**config.mk**
```make
export PLATFORM = sky130hd
export DESIGN_NAME = ex_mem_stage
export DESIGN_NICKNAME = d
export VERILOG_FILES = /design/src/rtl/ex_pkg.sv /design/src/rtl/seq_multiplier.sv /design/src/rtl/ex_mem_stage.sv
export SDC_FILE = /design/constraint.sdc
export NUM_CORES = 1
export LEC_CHECK = 0
export CORE_MARGIN = 2
export CORE_UTILIZATION = 57
export DETAILED_ROUTE_END_ITERATION = 10
export PLACE_DENSITY = 0.82
export SLEW_MARGIN = 20
export SYNTH_ARGS = -nofsm -noshare
export SYNTH_HDL_FRONTEND = slang
export SYNTH_HIERARCHICAL = 1
export SYNTH_SLANG_ARGS = --single-unit
```
**constraint.sdc**
```tcl
create_clock -name clk -period 6.95 [get_ports clk]
set_clock_uncertainty 0.05 [all_clocks]
set_input_delay 1.39 -clock clk [delete_from_list [all_inputs] [get_ports clk]]
set_output_delay 1.39 -clock clk [all_outputs]
set_load 0.02 [all_outputs]
```
**src/rtl/ex_pkg.sv**
```systemverilog
// Shared ALU operation codes and multiplier FSM states for the execute stage.
package ex_pkg;

  localparam logic [3:0] ALU_AND = 4'b0000;
  localparam logic [3:0] ALU_OR  = 4'b0001;
  localparam logic [3:0] ALU_ADD = 4'b0010;
  localparam logic [3:0] ALU_SLL = 4'b0011;
  localparam logic [3:0] ALU_SUB = 4'b0110;
  localparam logic [3:0] ALU_SLT = 4'b0111;
  localparam logic [3:0] ALU_NOR = 4'b1100;
  localparam logic [3:0] ALU_MUL = 4'b1000;

  typedef enum logic [1:0] {
    MUL_IDLE = 2'd0,
    MUL_BUSY = 2'd1,
    MUL_DONE = 2'd2
  } mul_state_t;

endpackage

```
**src/rtl/seq_multiplier.sv**
```systemverilog
// Iterative shift-add multiplier keeping the low DATA_W bits of an unsigned product.
module seq_multiplier
  import ex_pkg::*;
#(
  parameter int unsigned DATA_W = 32,
  parameter int unsigned ITERS  = 32
) (
  input  logic              clk,
  input  logic              rst_n,
  input  logic              start,
  input  logic              flush,
  input  logic [DATA_W-1:0] a,
  input  logic [DATA_W-1:0] b,
  output logic              stall,
  output logic              done,
  output logic [DATA_W-1:0] product
);

  localparam int unsigned CNT_W = $clog2(ITERS + 1);
  localparam logic [CNT_W-1:0] LAST = CNT_W'(ITERS - 1);

  mul_state_t        state;
  logic [CNT_W-1:0]  cnt;
  logic [DATA_W-1:0] acc;
  logic [DATA_W-1:0] mcand;
  logic [DATA_W-1:0] mplier;

  always_ff @(posedge clk) begin
    if (!rst_n) begin
      state  <= MUL_IDLE;
      cnt    <= '0;
      acc    <= '0;
      mcand  <= '0;
      mplier <= '0;
    end else if (flush) begin
      state <= MUL_IDLE;
    end else begin
      case (state)
        MUL_IDLE: begin
          if (start) begin
            mcand  <= a;
            mplier <= b;
            acc    <= '0;
            cnt    <= '0;
            state  <= MUL_BUSY;
          end
        end
        MUL_BUSY: begin
          if (mcand[0]) acc <= acc + mplier;
          mcand  <= mcand >> 1;
          mplier <= mplier << 1;
          cnt    <= cnt + CNT_W'(1);
          if (cnt == LAST) state <= MUL_DONE;
        end
        MUL_DONE: state <= MUL_IDLE;
        default:  state <= MUL_IDLE;
      endcase
    end
  end

  // Stall covers the start cycle too, so upstream freezes before BUSY is entered.
  assign stall   = !flush && ((state == MUL_IDLE && start) || state == MUL_BUSY);
  assign done    = (state == MUL_DONE);
  assign product = acc;

endmodule

```
**src/rtl/ex_mem_stage.sv**
```systemverilog
// Execute stage with operand forwarding, one-cycle ALU, iterative multiply and EX/MEM register.
module ex_mem_stage
  import ex_pkg::*;
#(
  parameter int unsigned DATA_W    = 32,
  parameter int unsigned REG_AW    = 5,
  parameter int unsigned MUL_ITERS = 32
) (
  input  logic              clk,
  input  logic              rst_n,
  input  logic [DATA_W-1:0] ReadData1_in,
  input  logic [DATA_W-1:0] ReadData2_in,
  input  logic [DATA_W-1:0] SignExtend_in,
  input  logic [REG_AW-1:0] rs_in,
  input  logic [REG_AW-1:0] rt_in,
  input  logic [REG_AW-1:0] rd_in,
  input  logic              RegWrite,
  input  logic              MemtoReg,
  input  logic              MemWrite,
  input  logic              MemRead,
  input  logic              ALUSrc,
  input  logic              RegDst,
  input  logic [3:0]        ALUOp,
  input  logic              flush_i,
  input  logic              WB_RegWrite,
  input  logic [REG_AW-1:0] WB_WriteReg,
  input  logic [DATA_W-1:0] WB_Data,
  output logic              stall_o,
  output logic [DATA_W-1:0] ALUResult_out,
  output logic [DATA_W-1:0] WriteData_out,
  output logic [REG_AW-1:0] WriteReg_out,
  output logic              RegWriteOut,
  output logic              MemtoRegOut,
  output logic              MemWriteOut,
  output logic              MemReadOut
);

  logic [DATA_W-1:0] fwd_a;
  logic [DATA_W-1:0] fwd_b;
  logic [DATA_W-1:0] op_b;
  logic [DATA_W-1:0] alu_y;
  logic [4:0]        shamt;
  logic              mul_stall;
  logic              mul_done;
  logic [DATA_W-1:0] mul_product;

  // MEM result beats WB data; register 0 is never a forwarding target.
  always_comb begin
    fwd_a = ReadData1_in;
    if (RegWriteOut && WriteReg_out == rs_in && rs_in != '0)
      fwd_a = ALUResult_out;
    else if (WB_RegWrite && WB_WriteReg == rs_in && rs_in != '0)
      fwd_a = WB_Data;

    fwd_b = ReadData2_in;
    if (RegWriteOut && WriteReg_out == rt_in && rt_in != '0)
      fwd_b = ALUResult_out;
    else if (WB_RegWrite && WB_WriteReg == rt_in && rt_in != '0)
      fwd_b = WB_Data;
  end

  assign op_b  = ALUSrc ? SignExtend_in : fwd_b;
  assign shamt = SignExtend_in[10:6];

  always_comb begin
    alu_y = '0;
    case (ALUOp)
      ALU_AND: alu_y = fwd_a & op_b;
      ALU_OR:  alu_y = fwd_a | op_b;
      ALU_ADD: alu_y = fwd_a + op_b;
      ALU_SUB: alu_y = fwd_a - op_b;
      ALU_SLT: alu_y = DATA_W'($signed(fwd_a) < $signed(op_b));
      ALU_NOR: alu_y = ~(fwd_a | op_b);
      ALU_SLL: alu_y = fwd_b << shamt;
      default: alu_y = '0;
    endcase
  end

  seq_multiplier #(
    .DATA_W (DATA_W),
    .ITERS  (MUL_ITERS)
  ) u_mul (
    .clk     (clk),
    .rst_n   (rst_n),
    .start   (ALUOp == ALU_MUL),
    .flush   (flush_i),
    .a       (fwd_a),
    .b       (op_b),
    .stall   (mul_stall),
    .done    (mul_done),
    .product (mul_product)
  );

  assign stall_o = rst_n && mul_stall;

  always_ff @(posedge clk) begin
    if (!rst_n) begin
      ALUResult_out <= '0;
      WriteData_out <= '0;
      WriteReg_out  <= '0;
      RegWriteOut   <= 1'b0;
      MemtoRegOut   <= 1'b0;
      MemWriteOut   <= 1'b0;
      MemReadOut    <= 1'b0;
    end else if (flush_i || stall_o) begin
      RegWriteOut <= 1'b0;
      MemtoRegOut <= 1'b0;
      MemWriteOut <= 1'b0;
      MemReadOut  <= 1'b0;
    end else begin
      ALUResult_out <= mul_done ? mul_product : alu_y;
      WriteData_out <= fwd_b;
      WriteReg_out  <= RegDst ? rd_in : rt_in;
      RegWriteOut   <= RegWrite;
      MemtoRegOut   <= MemtoReg;
      MemWriteOut   <= MemWrite;
      MemReadOut    <= MemRead;
    end
  end

endmodule

```
==> results of run 1 <==
[power by group]
| group | switching (mW) | total [mW] | internal (mW) |
|---|---|---|---|
| logic | 0.739 | 1.25 | 0.507 |
| clock network | 0.447 | 0.938 | 0.491 |
| registers | 0.0419 | 1.09 | 1.05 |
[per-stage QoR]
step | setup WS [ps] | hold WS, ps
floorplan | 874.6 | 392.8
global placement | 161.1 | 402.2
detailed placement | 90.23 | 409.8
CTS | 575.3 | 419.4
global route | 35.16 | 446.0
finish | 391.6 | 418.3
[cell type report]
| class | instances | area (um2) |
|---|---|---|
| sequential | 177 | 3543 |
| multi-input combinational | 1852 | 13120 |
| clock buffer | 23 | 478.0 |
| timing repair buffer | 326 | 3073 |
| clock inverter | 9 | 73.82 |
| inverter | 110 | 414.1 |
| tap | 396 | 495.5 |
| fill | 2479 | 9393 |
[worst max path at each step]
stage                                                 to  cells after the start
after floorplan           ALUResult_out[28]$_SDFFE_PN0N_                     18
after global placement    ALUResult_out[29]$_SDFFE_PN0N_                     20
after detailed placement  ALUResult_out[29]$_SDFFE_PN0N_                     20
after CTS                 ALUResult_out[29]$_SDFFE_PN0N_                     20
after global routing       ALUResult_out[0]$_SDFFE_PN0N_                     18
final                      ALUResult_out[0]$_SDFFE_PN0N_                     18
[logic make-up (layout without fill, tap and decap cells)]
logic type	after synthesis	after routing	share of synthesized area (%)
simple gates	702	702	18.60
mux	199	199	13.09
xor+xnor	72	72	3.568
flops	177	177	20.05
fa+ha+maj	140	140	10.04
compound gates	739	739	28.60
buf+inv	280	468	6.046
[layer usage]
layer / track usage (%) / wire length, um / vias up
li1: - / - / 8803
met1: 59.48 / 29680 / 9299
met2: 63.98 / 30480 / 1419
met3: 15.12 / 10860 / 190
met4: 17.00 / 3013 / 2
met5: 0 / 9 / -
[flip-flops by register name, indices dropped and copies added, names as in the netlist]
| register | cells |
|---|---|
| RegWriteOut | 1 |
| MemReadOut | 1 |
| MemWriteOut | 1 |
| u_mul/state | 2 |
| u_mul/mcand | 32 |
| u_mul/cnt | 6 |
| u_mul/mplier | 32 |
| WriteReg_out | 5 |
| u_mul/product | 32 |
| ALUResult_out | 32 |
| WriteData_out | 32 |
| MemtoRegOut | 1 |
[critical path, delay by kind of cell]
family                     cells  cell delay, ps
buffers and inverters          2             730
AOI/OAI and AO/OA             10            2850
adders and majority gates      1             570
and+or+nand+nor                4            1030
muxes                          1             280
[placed cells by master (no fill, tap or decap), drive strengths merged, types with 57 or more instances in the layout]
cell / n
nand2: 300
nor3: 57
nor2: 110
a31oi: 57
clkdlybuf4s50: 232
nand3: 65
buf: 94
ha: 137
inv: 109
o21ai: 173
a21oi: 135
dfxtp: 177
mux2i: 158
o211a: 73
==> metrics.txt, run 1 <==
Tot GR Track Use=between 40 and 50%; Max clock buf depth=2; Final Max Slew Viols=0; CP startpoint kind=input port; post-route non-filler standard cell count=slightly below 3000; I/O Buffers=235; hpwl dp=approximately 57 mm; vias in the first global route=between 15000 and 20000; most common cell in the synthesized netlist=nand2_1; Core ar.=between 30000 and 40000 um2; initial DRC count=2715; Final setup viols=0; Final Cell Area=~21000 um2; Hold EP=WriteData_out[14]$_SDFFE_PN0N_; Residual DRC=0; min Tclk post-route=around 6600 ps; largest net degree at the start of global routing=approximately 90; YS warnings=6; top cell type's share of synthesized area=about a fifth; Avg Inst Size Synth=about 7.7 um2; fin util=69.29%; post-synth net total=around 2600; die width=roughly 180 um; flops & latches, synth=roughly 180; r2r startpoint=WriteReg_out[2]$_SDFFE_PN0N_; Post-DRT Antenna Nets=0; reg-to-reg critical path endpoint=ALUResult_out[31]$_SDFFE_PN0N_; status=finished, final reports clean; layout cell share with drive strength beyond 1=7.809%; Clk Latency, worst-skew pair=between 400 and 500 ps; Leak=~9.5 nW; # diodes=0; Avg WL per Cell=25.59 um; Yosys top cell by area=dfxtp_1; worst hold stages=2; Syn Inst Count=approximately 2300; placed cell count=around 2900; highest-delay cell along the critical path=or4_4; Rel. slew slack=about a third; min-delay src=WriteData_out[14]$_SDFFE_PN0N_; dominant cells by area after synthesis=dfxtp_1 (20%), ha_1 (9.7%), mux2i_1 (8.9%); Row Count=64; sequential share of the synthesized area=20.05%; setup TNS=0 ps; Post-synth EDFFs=0; full die area=between 30000 and 40000 um2; Peak Freq=between 150 and 200 MHz; synth-to-layout area growth=19.94%; arrival time of the worst setup path=about 6900 ps; Placed Instance Area=20640 um2; Starting Density=between 50% and 60%; CTS tree=yes; maximum resistive drop on vdd=0.0002147 V; synth cell count leaders=nand2_1 (300), dfxtp_1 (177), o21ai_0 (166); Total Wirelength=~74 mm; reg-to-reg setup timing slack=around 1800 ps; HP Class=flop to flop; Reg clk slew, reported paths=around 70 ps; cts hold-fix bufs=0; grt ovf=0; RSZ-0062 raised after global routing=false; Root Buffer=clkbuf_16; power per cell area=154.6 nW/um2; Vias/cell=between 6 and 7; Pre-Repair DR Iteration Count=6; Unique masters post-synth=80; Post-synth ARST share=0%; PostCTS Resize Cnt=0; RD Place Congestion=between 1 and 1.5; cells on worst reg2reg path=20; initial antenna violation count=1; max-cap viol count=0; Vias=~20000; WS Path Type=input port to flop; worst path cell trace=clkdlybuf4s50_1 > or4_4 > o211ai_1 > buf_12 > o21ai_0 > a31oi_1 > mux2i_1 > ha_1 > nor2b_1 > o21ai_0 > a41oi_1 > a21boi_0 > a2111o_1 > a31o_2 > o31ai_1 > nand4_1 > a221oi_1 > nor2_1; Hold Fails Final Rpt=0; area of the mapped netlist=17670 um2; Critical Path Fanout Max=32; Req. time, crit path=7240 ps; worst setup path start=rt_in[1]; Die Y=180.1 um; total power=between 3 and 4 mW; Primary FF master, synth=dfxtp_1; CP max stage delay=about 600 ps; part of the cycle the worst path needs=around 94%; critical path endpoint category=flop; num ports=about 240; CP dominant cell by count=o21ai_0; Nets=between 2000 and 3000; H-tree depth=4; Num CTS Buffers=17; pin slew with the least headroom to its limit=approximately 990 ps; CTS sink cnt=around 180; Post-CTS Setup Bufs=0; first-pass GRT wire length=between 100 and 150 mm
(Power assumes the default switching activity.)
==> run 2: changes to the inputs <==
Settings changed: GPL_TIMING_DRIVEN from default to 0, REMOVE_ABC_BUFFERS from default to 1.
==> metrics.txt, run 2 (same netlist as run 1, synthesis figures left out) <==
Leak=9.597 nW (was 9.509 nW); HP Class=flop to flop (unchanged); Residual DRC=0 (unchanged); full die area=32430 um2 (unchanged); internal power=2.139 mW (was 2.049 mW); Final Max Slew Viols=0 (unchanged); fin util=71.14% (was 69.29%); most common cell after layout, fill and taps aside=nand2_1 (unchanged); Final setup viols=0 (unchanged); Switching Fraction=37.96% (was 37.47%); CTS sink cnt=177 (unchanged); worst path cell trace=clkdlybuf4s50_1 > or4_4 > o211ai_4 > buf_12 > or2_4 > a31oi_2 > mux2i_1 > inv_1 > ha_1 > fa_1 > nor2b_1 > o21ai_1 > nand4_1 > nand3_1 > a2111o_1 > a31o_2 > o31ai_2 > nand4_1 > a221oi_1 > nor2_1 (was clkdlybuf4s50_1 > or4_4 > o211ai_1 > buf_12 > o21ai_0 > a31oi_1 > mux2i_1 > ha_1 > nor2b_1 > o21ai_0 > a41oi_1 > a21boi_0 > a2111o_1 > a31o_2 > o31ai_1 > nand4_1 > a221oi_1 > nor2_1); fillers=2420 (was 2479); min Tclk post-route=6879 ps (was 6558 ps); Clk Latency, worst-skew pair=480 ps (was 460 ps); Nets=2770 (was 2786); Final Cell Area=21760 um2 (was 21200 um2); Avg WL per Cell=26.89 um (was 25.59 um); cts hold-fix bufs=0 (unchanged); pin slew with the least headroom to its limit=1098 ps (was 986.3 ps); Vias=20318 (was 19713); Post-DRT Antenna Nets=0 (unchanged); Rel. slew slack=24.72% (was 33.70%); Req. time, crit path=7270 ps (was 7240 ps); Critical Path Fanout Max=5 (was 32); Worst Hold Slack=414.1 ps (was 418.3 ps); power per cell area=158.4 nW/um2 (was 154.6 nW/um2); Clk pwr share=30.9% (was 28.6%); hpwl dp=56.73 mm (was 56.94 mm); die width=180.1 um (unchanged); arrival time of the worst setup path=7200 ps (was 6850 ps); Root Buffer=clkbuf_16 (unchanged); critical path endpoint category=flop (unchanged); highest-delay cell along the critical path=or4_4 (unchanged); WS Path Type=input port to flop (unchanged); Max clock buf depth=2 (unchanged); Total Wirelength=77.40 mm (was 74.04 mm); initial antenna violation count=2 (was 1); Hold Fails Final Rpt=0 (unchanged); part of the cycle the worst path needs=98.97% (was 94.36%); layout cell share with drive strength beyond 1=9.194% (was 7.809%); CP startpoint kind=input port (unchanged); initial DRC count=3306 (was 2715); grt ovf=0 (unchanged); P_sw=1.309 mW (was 1.228 mW); Die Y=180.1 um (unchanged); Gate power share=37.5% (was 38.0%); maximum resistive drop on vdd=0.0002237 V (was 0.0002147 V); most frequent cells in the layout=nand2_1 (300), clkdlybuf4s50_1 (229), dfxtp_1 (177), o21ai_0 (159), mux2i_1 (156) (was nand2_1 (300), clkdlybuf4s50_1 (232), dfxtp_1 (177), o21ai_0 (165), mux2i_1 (158)); status=finished, final reports clean (unchanged); CP max stage delay=690 ps (was 600 ps); first-pass GRT wire length=114.4 mm (was 111.0 mm); Row Count=64 (unchanged); largest net degree at the start of global routing=101 (was 89); Pre-Repair DR Iteration Count=8 (was 6); RSZ-0062 raised after global routing=true (was false); CP dominant cell by count=nand4_1 (was o21ai_0); Placed Instance Area=20510 um2 (was 20640 um2); Tot GR Track Use=45.41% (was 43.87%); RD Place Congestion=1.001 (was 1.023); Peak Freq=145.4 MHz (was 152.5 MHz); I/O Buffers=235 (unchanged); H-tree depth=4 (unchanged); Reg clk slew, reported paths=80 ps (was 70 ps); Starting Density=57.77% (unchanged); Vias/cell=7.057 (was 6.814); synth-to-layout area growth=23.14% (was 19.94%); Num CTS Buffers=17 (unchanged); vias in the first global route=18863 (was 18192); Core ar.=30590 um2 (unchanged); num ports=236 (unchanged); max-cap viol count=0 (unchanged); sequential power share=31.6% (was 33.3%); CTS tree=yes (unchanged)
==> run 2: cell count changes in the layout (fill, tap and decap cells not counted), sizes merged, moves of 4 or more <==
cell    before  now
buf         94   76
inv        109  115
clkbuf      23   19
clkinv       7    3
==> run 2: layout make-up <==
cell class | instances | area [um2] | share of cell area [%]
inverter | 110 | 417.9 | 1.920
clock buffer | 19 | 432.9 | 1.989
multi-input combinational | 1856 | 13600 | 62.51
timing repair buffer | 306 | 3092 | 14.21
sequential | 177 | 3543 | 16.28
antenna | 3 | 7.507 | 0.03450
tap | 396 | 495.5 | 2.277
clock inverter | 12 | 168.9 | 0.7762
==> run 2: repair_timing <==
item / CTS / global route
buffers inserted: 2 / 20
setup endpoints to repair: 28 / 14
resized for setup: 38 / 41
gates cloned: 3 / 1
pin swaps: 2 / 16
==> run 2: power groups by stage <==
stage / registers, mW / clock network (mW) / logic, mW
2_1_floorplan: 1.13 / 0 / 0.663
5_1_grt: 1.09 / 1.09 / 1.35
6_report: 1.09 / 1.07 / 1.29
3_3_place_gp: 1.11 / 0 / 1.15
3_5_place_dp: 1.11 / 0 / 1.17
4_1_cts: 1.09 / 1.06 / 1.20
==> run 2: per-layer routing <==
metal | routed length [um] | track usage (%)
met2 | 32750 | 67.71
met1 | 30120 | 61.49
met3 | 10660 | 11.90
met5 | 0 | 0
met4 | 3873 | 20.74
==> run 2: through the flow <==
stage          instances  total power, mW  setup slack (ps)  TNS (ps)
6_report            2879            3.448             71.27         0
5_1_grt             2876            3.534            -103.2    -217.6
4_1_cts             2855            3.346             15.32         0
3_5_place_dp        2819            2.280             -2324    -36100
3_3_place_gp        2770            2.256             -9607   -711840
2_1_floorplan       2139            1.791             -3035    -91390
==> run 2: worst paths after layout <==
| kind | start | to | slack (ps) | depth (start not counted) |
|---|---|---|---|---|
| min reg2reg | WriteData_out[9]$_SDFFE_PN0N_ | WriteData_out[9]$_SDFFE_PN0N_ | 410 | 2 |
| min | WriteData_out[9]$_SDFFE_PN0N_ | WriteData_out[9]$_SDFFE_PN0N_ | 410 | 2 |
| max | rt_in[1] | ALUResult_out[0]$_SDFFE_PN0N_ | 70 | 20 |
| max reg2reg | WriteReg_out[3]$_SDFFE_PN0N_ | ALUResult_out[0]$_SDFFE_PN0N_ | 1260 | 18 |
==> run 2: critical path: cells and delay by family <==
family	cells	cell delay [ps]
AO/OA/AOI/OAI	7	2060
AND/OR/NAND/NOR	7	1920
buffers and inverters	3	840
adder cells (fa/ha/maj)	2	710
multiplexers	1	230
==> patch, RTL diff (settings of run 2) <==
Reset style: asynchronous (`rst_n`), changed in 2 clocked blocks.
--- a/src/rtl/seq_multiplier.sv
+++ b/src/rtl/seq_multiplier.sv
@@ -25,7 +25,7 @@
   logic [DATA_W-1:0] mcand;
   logic [DATA_W-1:0] mplier;
 
-  always_ff @(posedge clk) begin
+  always_ff @(posedge clk or negedge rst_n) begin
     if (!rst_n) begin
       state  <= MUL_IDLE;
       cnt    <= '0;
--- a/src/rtl/ex_mem_stage.sv
+++ b/src/rtl/ex_mem_stage.sv
@@ -93,7 +93,7 @@
 
   assign stall_o = rst_n && mul_stall;
 
-  always_ff @(posedge clk) begin
+  always_ff @(posedge clk or negedge rst_n) begin
     if (!rst_n) begin
       ALUResult_out <= '0;
       WriteData_out <= '0;
Function: changed (Yosys sat finds a counterexample within 4 cycles, from zero or initial values and one cycle with rst_n low; the reset may be asserted at any time).
==> patch against run 2 <==
The flow now finishes with violations (setup timing); maximum frequency shrank 1.7%; highest routed layer unchanged; worst setup slack got worse by 0.12 ns; via count shrank 3.6%; non-clock buffer count decreased by 15; routed wire length decreased by 6.6%; combinational power is 27% higher; synthesized area up 2.0%; cell area decreased by 0.36%; sequential cell count stayed put; first-iteration DRC count fell by 27%; worst hold slack improved by 0.017 ns; largest power group unchanged; synthesized cell count barely moved; total power rose by 14%; die area rose by 2.0%.
==> patch: results (changes against run 2) <==
Run status
  • Outcome: finished, violations left
  • Failing checks: setup timing

Routing
  • Post-DR wirelength/cell: 25.04 µm (-6.8%)
  • Pre-Repair DR Iteration Count: 8 (unchanged)
  • Final WL: 72.28 mm (-6.6%)
  • DR iter-0 viols: 2,421 (-27%)
  • Via Count: 19,580 (-3.6%)

GRT
  • Largest net degree at the start of global routing: 101 (unchanged)
  • Vias in the first global route: 18,220 (-3.4%)
  • Gr usage total: 42.48% (-2.9 points)
  • Initial antenna violation count: 1 (-1)
  • First-pass GRT wire length: 108.5 mm (-5.1%)

Clock tree
  • Root Driver: clkbuf_16
  • Cts bufs inserted: 17 (unchanged)
  • Number of H-tree levels: 4 (unchanged)
  • Skew-Pair Late Insertion Delay: 0.47 ns
  • Clock slew at reported path FFs: 0.07 ns

Synth
  • Commonest cells post-synth: 343 x nand2_1, 229 x o21ai_0, 177 x dfrtp_1
  • Async S/R FF share, synth: 100.0% (+100 points)
  • Synth warn: 6 (unchanged)
  • Synth area leaders: dfrtp_1 25%, ha_1 9.5%, mux2i_1 8.4%
  • Prevailing post-synth register cell: dfrtp_1
  • Post-synthesis sequential area ratio: 24.56% (+4.5 points)
  • Mean post-synth cell area: 7.807 µm² (+2.0%)
  • Top cell type's share of synthesized area: 24.56% (+4.5 points)
  • Post-synth cell types: 102 (+28%)

Power and ir drop
  • VDD IR max: 0.0001976 V (-12%)
  • Leakage power: 0.009150 µW (-4.7%)

Critical path
  • Worst path arrival time: 7.27 ns (+0.07 ns)
  • Largest fanout on the critical path: 7 (+2)
  • RR Startpoint: WriteReg_out[2]$_DFFE_PN0N_
  • R2R Setup Slk: 1.12 ns (-0.14 ns)
  • Worst Setup SP: WB_RegWrite

Hold path
  • Hold_sp: WriteData_out[2]$_DFFE_PN0N_
  • Min-Delay Path Class: flop to flop

STA
  • Final setup vio count: 1 (+1)
  • Worst slew margin: 25.35% (+0.63 points)
  • Fin worst setup slack: -0.04943 ns (-0.1207 ns)
  • Final Hold Vio Count: 0 (unchanged)
  • Setup TNS Final: -0.04943 ns (-0.04943 ns)
  • Fin Hold WS: 0.4315 ns (+0.01732 ns)

Cells and area
  • Share of layout cells above drive strength 1: 8.739% (-0.45 points)
  • Final nets: 2,773 (+0.11%)

Placement
  • GP Congestion: 1.004 (+0.25%)
  • Hpwl dp: 53.15 mm (-6.3%)
  • Dpl ws: -2.011 ns (+0.3125 ns)
  • Placed Area: 20,760 µm² (+1.2%)
  • Port Buffer Count: 235 (unchanged)
-- patch: kinds of logic (layout without fill, tap and decap cells) --
| family | count (synthesis) | after routing | share of synthesized area, % |
|---|---|---|---|
| muxes | 166 | 166 | 9.630 |
| AOI/OAI and AO/OA | 749 | 751 | 28.00 |
| adders and majority gates | 140 | 140 | 9.838 |
| buffers and inverters | 263 | 429 | 6.078 |
| DFF | 177 | 177 | 24.56 |
| xor gates and xnor gates | 73 | 73 | 3.545 |
| other | 0 | 1 | 0 |
| and+or+nand+nor | 742 | 747 | 18.35 |
-- patch: path summary, 6_finish.rpt --
kind | to | cells past startpoint
min | WriteData_out[2]$_DFFE_PN0N_ | 2
max | ALUResult_out[29]$_DFFE_PN0N_ | 22
min in group asynchronous | u_mul/cnt[0]$_DFFE_PN0P_ | 1
max in group asynchronous | WriteData_out[22]$_DFFE_PN0N_ | 2
min reg2reg | WriteData_out[2]$_DFFE_PN0N_ | 2
max reg2reg | ALUResult_out[0]$_DFFE_PN0N_ | 18
-- patch: layout make-up --
| cell class | count | area (µm²) |
|---|---|---|
| Multi-Input combinational cell | 1877 | 12840 |
| Fill cell | 2558 | 9709 |
| Sequential cell | 177 | 4429 |
| Timing Repair Buffer | 291 | 2950 |
| Tap cell | 402 | 503.0 |
| Clock buffer | 19 | 432.9 |
| Inverter | 107 | 401.6 |
| Clock inverter | 12 | 123.9 |
| Antenna cell | 1 | 2.502 |
-- patch: metal layers --
layer,track usage (%),vias to the layer above,wire length [µm],part of all wire (%)
met3,10.75,205,9254,13
li1,-,8724,-,-
met4,17.58,0,3323,4.6
met1,59.22,9308,29060,40
met2,62.77,1343,30640,42
met5,0,-,0,0
-- patch: worst max-delay path, stage by stage --
cell             delay [ns]
clkdlybuf4s50_1        0.83
nand4_1                0.29
nor4_4                 0.48
buf_2                  0.31
buf_2                  0.26
buf_2                  0.24
buf_2                  0.24
buf_4                  0.20
mux2i_1                0.09
o21ai_1                0.43
ha_1                   0.42
a21oi_1                0.17
nor2_1                 0.05
nor2_1                 0.10
o21bai_1               0.11
a21o_1                 0.17
a21oi_1                0.17
o221ai_1               0.31
a31oi_1                0.24
o2111ai_1              0.14
a211oi_1               0.48
a31oi_1                0.15
-- patch: repair_timing --
action	4_1_cts	5_1_grt
endpoints found under the setup margin	28	14
pin swaps	4	5
hold buffers	0	0
gates cloned	5	2
buffers inserted	7	11
resized for setup	19	38
hold endpoints to repair	0	0
-- patch: power breakdown --
part           switching (µW)  leakage [µW]  internal, µW  total [µW]
Clock                     471      0.000265           501         972
Combinational             990       0.00661           651        1640
Sequential                142       0.00228          1180        1320
